$ cat src/rtl/boot_loader_pkg.sv
// boot_loader_pkg: shared types and constants for the boot loader.
// State enum, header field positions and memory size helpers.
package boot_loader_pkg;

   typedef enum logic [2:0] {
      HDR,
      LOAD_I,
      LOAD_D,
      CHK,
      RELEASE,
      RUN,
      ERR
   } state_t;

   localparam int DEF_ADDR_W = 10;
   localparam int MEM_WORDS  = 1 << DEF_ADDR_W;

   localparam int BASE_MSB = 31;
   localparam int BASE_LSB = 22;
   localparam int NI_MSB   = 21;
   localparam int NI_LSB   = 11;
   localparam int ND_MSB   = 10;
   localparam int ND_LSB   = 0;

   function automatic int mem_words(input int aw);
      return 1 << aw;
   endfunction

endpackage

$ cat src/rtl/boot_loader_hdr_check.sv
// boot_loader_hdr_check: combinational header decode and validity check.
// Ports: hdr in; data_base, n_instr, n_data, hdr_ok out.
module boot_loader_hdr_check
   import boot_loader_pkg::*;
#(
   parameter int ADDR_W = 10,
   parameter int DATA_W = 32
) (
   input  logic [DATA_W-1:0] hdr,
   output logic [9:0]        data_base,
   output logic [10:0]       n_instr,
   output logic [10:0]       n_data,
   output logic              hdr_ok
);

   localparam logic [11:0] LIMIT = 12'(mem_words(ADDR_W));

   logic [11:0] top;

   // 12-bit sum so base + count cannot wrap past the limit
   always_comb begin
      data_base = hdr[BASE_MSB:BASE_LSB];
      n_instr   = hdr[NI_MSB:NI_LSB];
      n_data    = hdr[ND_MSB:ND_LSB];
      top       = {2'b00, data_base} + {1'b0, n_data};
      hdr_ok    = ({1'b0, n_instr} <= LIMIT) && (top <= LIMIT);
   end

endmodule

$ cat src/rtl/boot_loader.sv
// boot_loader: streams header/instr/data words into CPU memories, then
// releases CPU reset. Ports: clk, rst, in_data/in_valid/in_ready stream,
// reload, address/inst_data/write_instruction/write_data load port,
// cpu_rst, done, error. Optional macro: BOOT_LOADER_CHECKSUM_EN.
module boot_loader
   import boot_loader_pkg::*;
#(
   parameter int ADDR_W      = 10,
   parameter int DATA_W      = 32,
   parameter int HOLD_CYCLES = 2
) (
   input  logic              clk,
   input  logic              rst,
   input  logic [DATA_W-1:0] in_data,
   input  logic              in_valid,
   output logic              in_ready,
   input  logic              reload,
   output logic [ADDR_W-1:0] address,
   output logic [DATA_W-1:0] inst_data,
   output logic              write_instruction,
   output logic              write_data,
   output logic              cpu_rst,
   output logic              done,
   output logic              error
);

   state_t state, state_nxt;

   logic              armed;
   logic              xfer;
   logic              last_i;
   logic              last_d;
   logic              hold_done;
   logic [10:0]       cnt;
   logic [10:0]       n_i_q;
   logic [10:0]       n_d_q;
   logic [9:0]        base_q;
   logic [3:0]        hold_cnt;
   logic [ADDR_W-1:0] d_addr;

   logic [9:0]        h_base;
   logic [10:0]       h_ni;
   logic [10:0]       h_nd;
   logic              h_ok;

`ifdef BOOT_LOADER_CHECKSUM_EN
   localparam state_t TAIL = CHK;
   logic [DATA_W-1:0] sum;
`else
   localparam state_t TAIL = RELEASE;
`endif

   boot_loader_hdr_check #(
      .ADDR_W (ADDR_W),
      .DATA_W (DATA_W)
   ) u_hdr (
      .hdr       (in_data),
      .data_base (h_base),
      .n_instr   (h_ni),
      .n_data    (h_nd),
      .hdr_ok    (h_ok)
   );

   assign xfer      = in_valid & in_ready;
   assign last_i    = (cnt == n_i_q - 11'd1);
   assign last_d    = (cnt == n_d_q - 11'd1);
   assign hold_done = (hold_cnt == 4'(HOLD_CYCLES));
   assign d_addr    = ADDR_W'({1'b0, base_q} + cnt);

   // armed keeps in_ready low for the first cycle out of reset
   always_comb begin
      in_ready = 1'b0;
      unique case (state)
         HDR:                 in_ready = armed;
         LOAD_I, LOAD_D, CHK: in_ready = 1'b1;
         default:             in_ready = 1'b0;
      endcase
   end

   always_ff @(posedge clk or posedge rst) begin
      if (rst) state <= HDR;
      else     state <= state_nxt;
   end

   always_comb begin
      state_nxt = state;
      cpu_rst   = 1'b1;
      done      = 1'b0;
      error     = 1'b0;
      unique case (state)
         HDR: begin
            if (xfer) begin
               if (!h_ok)              state_nxt = ERR;
               else if (h_ni != 11'd0) state_nxt = LOAD_I;
               else if (h_nd != 11'd0) state_nxt = LOAD_D;
               else                    state_nxt = TAIL;
            end
         end
         LOAD_I: begin
            if (xfer && last_i)
               state_nxt = (n_d_q != 11'd0) ? LOAD_D : TAIL;
         end
         LOAD_D: begin
            if (xfer && last_d) state_nxt = TAIL;
         end
`ifdef BOOT_LOADER_CHECKSUM_EN
         CHK: begin
            if (xfer)
               state_nxt = (in_data == sum) ? RELEASE : ERR;
         end
`endif
         RELEASE: begin
            if (hold_done) state_nxt = RUN;
         end
         RUN: begin
            cpu_rst = 1'b0;
            done    = 1'b1;
            if (reload) state_nxt = HDR;
         end
         ERR: begin
            error = 1'b1;
            if (reload) state_nxt = HDR;
         end
         default: state_nxt = HDR;
      endcase
   end

   // release counter spans the strobe cycle plus HOLD_CYCLES more
   always_ff @(posedge clk or posedge rst) begin
      if (rst) begin
         armed             <= 1'b0;
         cnt               <= '0;
         n_i_q             <= '0;
         n_d_q             <= '0;
         base_q            <= '0;
         hold_cnt          <= '0;
         address           <= '0;
         inst_data         <= '0;
         write_instruction <= 1'b0;
         write_data        <= 1'b0;
`ifdef BOOT_LOADER_CHECKSUM_EN
         sum               <= '0;
`endif
      end else begin
         armed             <= 1'b1;
         write_instruction <= 1'b0;
         write_data        <= 1'b0;
         hold_cnt <= (state == RELEASE) ? hold_cnt + 4'd1 : 4'd0;
         unique case (state)
            HDR: begin
               if (xfer) begin
                  base_q <= h_base;
                  n_i_q  <= h_ni;
                  n_d_q  <= h_nd;
                  cnt    <= '0;
`ifdef BOOT_LOADER_CHECKSUM_EN
                  sum    <= in_data;
`endif
               end
            end
            LOAD_I: begin
               if (xfer) begin
                  address           <= cnt[ADDR_W-1:0];
                  inst_data         <= in_data;
                  write_instruction <= 1'b1;
                  cnt <= last_i ? 11'd0 : cnt + 11'd1;
`ifdef BOOT_LOADER_CHECKSUM_EN
                  sum <= sum + in_data;
`endif
               end
            end
            LOAD_D: begin
               if (xfer) begin
                  address    <= d_addr;
                  inst_data  <= in_data;
                  write_data <= 1'b1;
                  cnt <= last_d ? 11'd0 : cnt + 11'd1;
`ifdef BOOT_LOADER_CHECKSUM_EN
                  sum <= sum + in_data;
`endif
               end
            end
            default: ;
         endcase
      end
   end

endmodule

$ cat config.mk
export PLATFORM = sky130hd
export DESIGN_NAME = boot_loader
export DESIGN_NICKNAME = d
export VERILOG_FILES = /design/src/rtl/boot_loader_pkg.sv /design/src/rtl/boot_loader_hdr_check.sv /design/src/rtl/boot_loader.sv
export SDC_FILE = /design/constraint.sdc
export NUM_CORES = 1
export LEC_CHECK = 0
export CAP_MARGIN = 20
export CORE_AREA = 2 2 109 133
export CTS_CLUSTER_SIZE = 24
export DETAILED_ROUTE_END_ITERATION = 8
export DIE_AREA = 0 0 111 135
export GPL_ROUTABILITY_DRIVEN = 1
export SYNTH_ARGS = -nofsm -noshare
export SYNTH_HDL_FRONTEND = slang
export SYNTH_SLANG_ARGS = --single-unit
export TNS_END_PERCENT = 1
$ cat constraint.sdc
create_clock -name clk -period 5.1 [get_ports clk]
set_clock_uncertainty 0.2 [all_clocks]
set_input_delay 1.02 -clock clk [delete_from_list [all_inputs] [get_ports clk]]
set_output_delay 1.02 -clock clk [all_outputs]
set_load 0.005 [all_outputs]
# After elaboration in Yosys (flattened, before gate mapping)
# Index checks and enable logic that the tools add are counted.
# W data, S select, Z words.
[word_totals]
out_inout_bits = 48
mem_count = 0
elab_cells = 80
latch_bits = 0
mem_bits_ro = 0
mem_bits_rw = 0
input_bits = 36
register_bits = 95
[op_classes]
bitwise = 1
order_cmp = 2
div = 0
shift = 0
eq_ne = 16
n_addsub = 6
multipliers = 0
muxes = 27
reduce_logical = 17
[ops]
columns = ["op", "n"]
rows = [
  ["$mux W11", 5],
  ["$pmux W11 S3", 1],
  ["$reduce_bool A11 Y1", 3],
  ["$mux W3", 9],
  ["$eq A11 B11 Y1", 2],
  ["$sub A11 B1 Y11 const B", 2],
  ["$mux W10", 2],
  ["$pmux W10 S2", 1],
  ["$pmux W3 S5", 1],
  ["$add A10 B11 Y12", 1],
  ["$le A12 B11 Y1 const B", 1],
  ["$ne A2 B2 Y1 const B", 6],
  ["$add A11 B1 Y11 const B", 1],
  ["$le A11 B11 Y1 const B", 1],
  ["$add A10 B10 Y10", 1],
  ["$eq A3 B3 Y1 const B", 3],
  ["$eq A3 B2 Y1 const B", 2],
  ["$mux W1", 6],
  ["$reduce_and A5 Y1", 1],
  ["$add A4 B1 Y4 const B", 1],
  ["$eq A4 B2 Y1 const B", 1],
  ["$mux W4", 1],
  ["$reduce_and A2 Y1", 2],
  ["$reduce_and A4 Y1", 1],
  ["other kinds (11)", 14],
]

# Logic depth before layout (Yosys ltp)
[depth]
depth_word = 7
ltp_mapped = 12
depth_no_buf = 12

# Modules after synthesis
# Synthesis repeated with hierarchy kept, for this count alone.
[unflattened]
cells_unflattened = 566
area_unflattened_um2 = 5830.6
[modules_own_cells]
columns = ["mod", "cells_per_inst", "seq_area_each_um2", "area_per_inst_um2", "n_inst"]
rows = [
  ["boot_loader", 462, 2377.3, 5041.1, 1],
  ["boot_loader_hdr_check", 104, 0.0, 789.5, 1],
]

# Worst setup path before layout
# OpenSTA, ideal clock, no wires.
[synth_timing]
kind = "input -> register"
startpoint = "in in_data[0]"
endpoint = "reg state[2]"
setup_time_ps = 131
path_stages = 11
setup_slack_ps = 1491
path_buffers = 0
t_arrival_ps = 3277
t_required_ps = 4769
cell_sequence = "ha_1 fa_1 a211oi_1 o21ba_2 o2111ai_1 a311o_1 nor4_1 o21ai_0 nand2_1 a31oi_1 or3_1"
[synth_between]
elab_chain_len = 6
word_cells_on_any_way = 9
classes_between = "1 x add/sub; 1 x order compare; 5 x mux; 2 x reduce/logical"
[synth_lines]
columns = ["item", "line_no", "text"]
rows = [
  ["from (decl)", "boot_loader.sv:14", "input logic [DATA_W-1:0] in_data,"],
  ["$add A10 B11 Y12 / $reduce_bool A11 Y1 (equally long branches)", "boot_loader_hdr_check.sv:25, boot_loader.sv:95", ""],
  ["$le A12 B11 Y1 / $mux W3 (equally long branches)", "boot_loader_hdr_check.sv:26, boot_loader.sv:95", ""],
  ["$logic_and A1 B1 Y1 / $mux W3 (equally long branches)", "boot_loader_hdr_check.sv:26, boot_loader.sv:94", ""],
  ["$mux W3 (*)", "boot_loader.sv:93", "if (!h_ok) state_nxt = ERR;"],
  ["$mux W3 (*)", "boot_loader.sv:92", "if (xfer) begin"],
  ["$pmux W3 S5 (*)", "boot_loader.sv:90", "unique case (state)"],
  ["to (signal assigned)", "boot_loader.sv:82", "else state <= state_nxt;"],
  ["to (decl)", "boot_loader.sv:27", "state_t state, state_nxt;"],
]
# Every way passes the cells marked *; elsewhere a longest branch is shown, timed or not. The select of a mux whose other input is x is not followed.
# A chain may end at the register's enable or synchronous reset.

# Worst setup path in the final report
# Same ends and word-level chain as after synthesis.

==> results.tsv <==
metric	value	unit
via count	4213	
Fin Setup TNS	0	ps
CP Class	in2reg	
DRT Wirelength	13.4	mm
Crit. End Element	flop	
part of the power in registers	38.5	%
vias in the first global route	4254	
initial antenna violation count	0	
Required @ worst endpoint	5130	ps
cts bufs inserted	9	
CTS resizes	0	
Leak	2.84	nW
die height	135	um
Async S/R FF share, synth	100	%
Syn-to-layout area delta	23.5	%
sw frac	34.7	%
FMAX	243	MHz
MaxCap Viol Count	0	
hpwl dp	10.1	mm
Worst EP arrival	4140	ps
Clock power frac	17.7	%
vias per inst	5.37	
post-CTS setup buffer count	0	
share of layout cells above drive strength 1	15.3	%
CTS root buf	clkbuf_16	
Synth Register Bits	95	
Avg Cell Area, Syn	10.4	um^2
Post-route DRC	0	
Yosys top cell by area	dfrtp_1	
placed cell count	769	
Overall Global Routing Usage	18.6	%
synth warn	0	
ANT nets after route	0	
HP Class	reg2reg	
net count after synthesis	593	
synth top area cells	dfrtp_1, mux2_2, ha_1	
fin cells	784	
IO buf count	83	
wire per inst	17.1	um
Yosys top cell area share	43.1	%
Switch Pwr	1.26	mW
maximum number of pins on one net before global-route repair	55	
FP Rows	47	
RSZ-0062 raised after global routing	false	
Max Root-Sink Buffers	2	
Worst Tran Pin Value	946	ps
Top Ports	84	
Area after DPL	0.00652	mm^2
Crit Path Max Fanout	4	
final setup violation count	0	
die width	111	um
Peak supply drop	262	uV
Final period util	80.6	%
Syn Inst Count	531	
Die Area	0.0150	mm^2
Main synth FF type	dfrtp_1	
Netlist Area Pre-Place	0.00551	mm^2
area of the core	0.0136	mm^2
CTS tree	yes	
Synth cell types	59	
pwr dens	534	mW/mm^2
total grt overflow	0	
gpl congestion	0.867	
Gate power share	43.8	%
Post-synth EDFFs	0	
drt initial violations	185	
initial core utilization	40.6	%
CTS H-tree depth	3	
Seq/Total Area, Yosys	43.1	%
CTS clk-pin slew, worst paths	60	ps
Post-synth top cells	dfrtp_1, mux2_2, nor2_1	
# hold bufs at CTS	0	
Period minus WS final	4110	ps
drt pass-1 iters	4	
status	finished, final reports clean	
worst skew pair latency	350	ps
n_diodes	0	
first-pass GRT wire length	21.9	mm
Hold Vio Cnt, Final	0	
Final #Nets	671	
Final Slew Violations	0	
Pint	2.37	mW
Final Cell Area	0.00681	mm^2
count leader, synth	dfrtp_1	
CTS Sinks	95	
relative slew slack	37.0	%
Critical Path Source Type	input pin	
==> sequential cells by signal, indices dropped and copies added (netlist names) <==
| register | flops |
|---|---|
| address | 10 |
| armed | 1 |
| base_q | 10 |
| cnt | 11 |
| hold_cnt | 4 |
| inst_data | 32 |
| n_d_q | 11 |
| n_i_q | 11 |
| state | 3 |
| write_data | 1 |
| write_instruction | 1 |
==> critical path, stage by stage <==
cell and delay [ps]:
clkdlybuf4s50_1 470, ha_1 270, fa_1 420, a211oi_1 350, o21ba_2 200, o2111ai_1 110
a311o_1 350, nor4_1 300, o21ai_0 150, nand2_1 120, a31oi_1 80, or3_1 300
==> cell type report <==
type / count / area [um^2]
fill: 1300 / 6780
multi-input combinational: 395 / 2990
sequential: 95 / 2380
timing repair buffer: 88 / 868
clock buffer: 13 / 270
tap: 171 / 214
inverter: 20 / 76.3
clock inverter: 2 / 15.0
==> final timing paths <==
kind,depth (start not counted),slack (ps),start,endpoint
setup / recovery,12,990,in_data[0],state[2]
hold / removal,2,280,address[9],address[9]
setup reg to reg,9,1980,n_d_q[2],cnt[10]
hold reg to reg,2,280,address[9],address[9]
max in group asynchronous,3,2920,rst,inst_data[3]
min in group asynchronous,2,980,rst,n_d_q[8]
==> stage by stage <==
stage	hold WS [ps]	power (mW)	utilization (%)	setup slack, ps
final	276	3.63	50.1	990
after global routing	302	3.90	50.1	742
after CTS	284	3.68	50.1	1020
after detailed placement	270	3.01	48.0	655
after global placement	264	2.95	48.0	767
after floorplan	255	2.35	-	1400
==> metal layers <==
| layer | routed length [um] | part of all wire [%] | global-route usage [%] |
|---|---|---|---|
| met2 | 6550 | 49 | 31.8 |
| met5 | 0 | 0 | 0 |
| met4 | 269 | 2.0 | 6.74 |
| met3 | 511 | 3.8 | 3.32 |
| met1 | 6100 | 45 | 23.8 |
==> power by group through the flow <==
stage | clock network, mW | logic, mW | registers [mW]
final | 0.644 | 1.59 | 1.40
after global routing | 0.694 | 1.75 | 1.45
after CTS | 0.667 | 1.61 | 1.40
after detailed placement | 0 | 1.60 | 1.41
after global placement | 0 | 1.55 | 1.40
after floorplan | 0 | 1.04 | 1.31
==> cell families after synthesis <==
kind of cell | synth area share, %
AO/OA/AOI/OAI | 11.7
multiplexers | 14.2
adder cells (fa/ha/maj) | 6.17
flip-flops | 43.1
other | 0.0680
XOR/XNOR | 7.15
buffers and inverters | 2.93
AND/OR/NAND/NOR | 14.7
==> cells in the final DEF, fill, tap and decap left out, drive strengths merged, types with 3 or more instances in the layout <==
cell type,n
or3,8
nand2,36
buf,5
o21ai,26
nand4,4
a21oi,23
clkbuf,13
a21o,5
nor3,13
a31oi,3
clkdlybuf4s50,83
nor4,8
o31a,3
dfrtp,95
xnor2,26
o21a,3
nor4b,4
nor2,40
xor2,19
nand2b,7
nor2b,7
ha,24
o22ai,4
a2111oi,4
mux2,65
inv,19
a211oi,8
and3,6
mux2i,5
nand3,8
nor3b,3
Note: power is estimated with default switching activity, not from simulation.
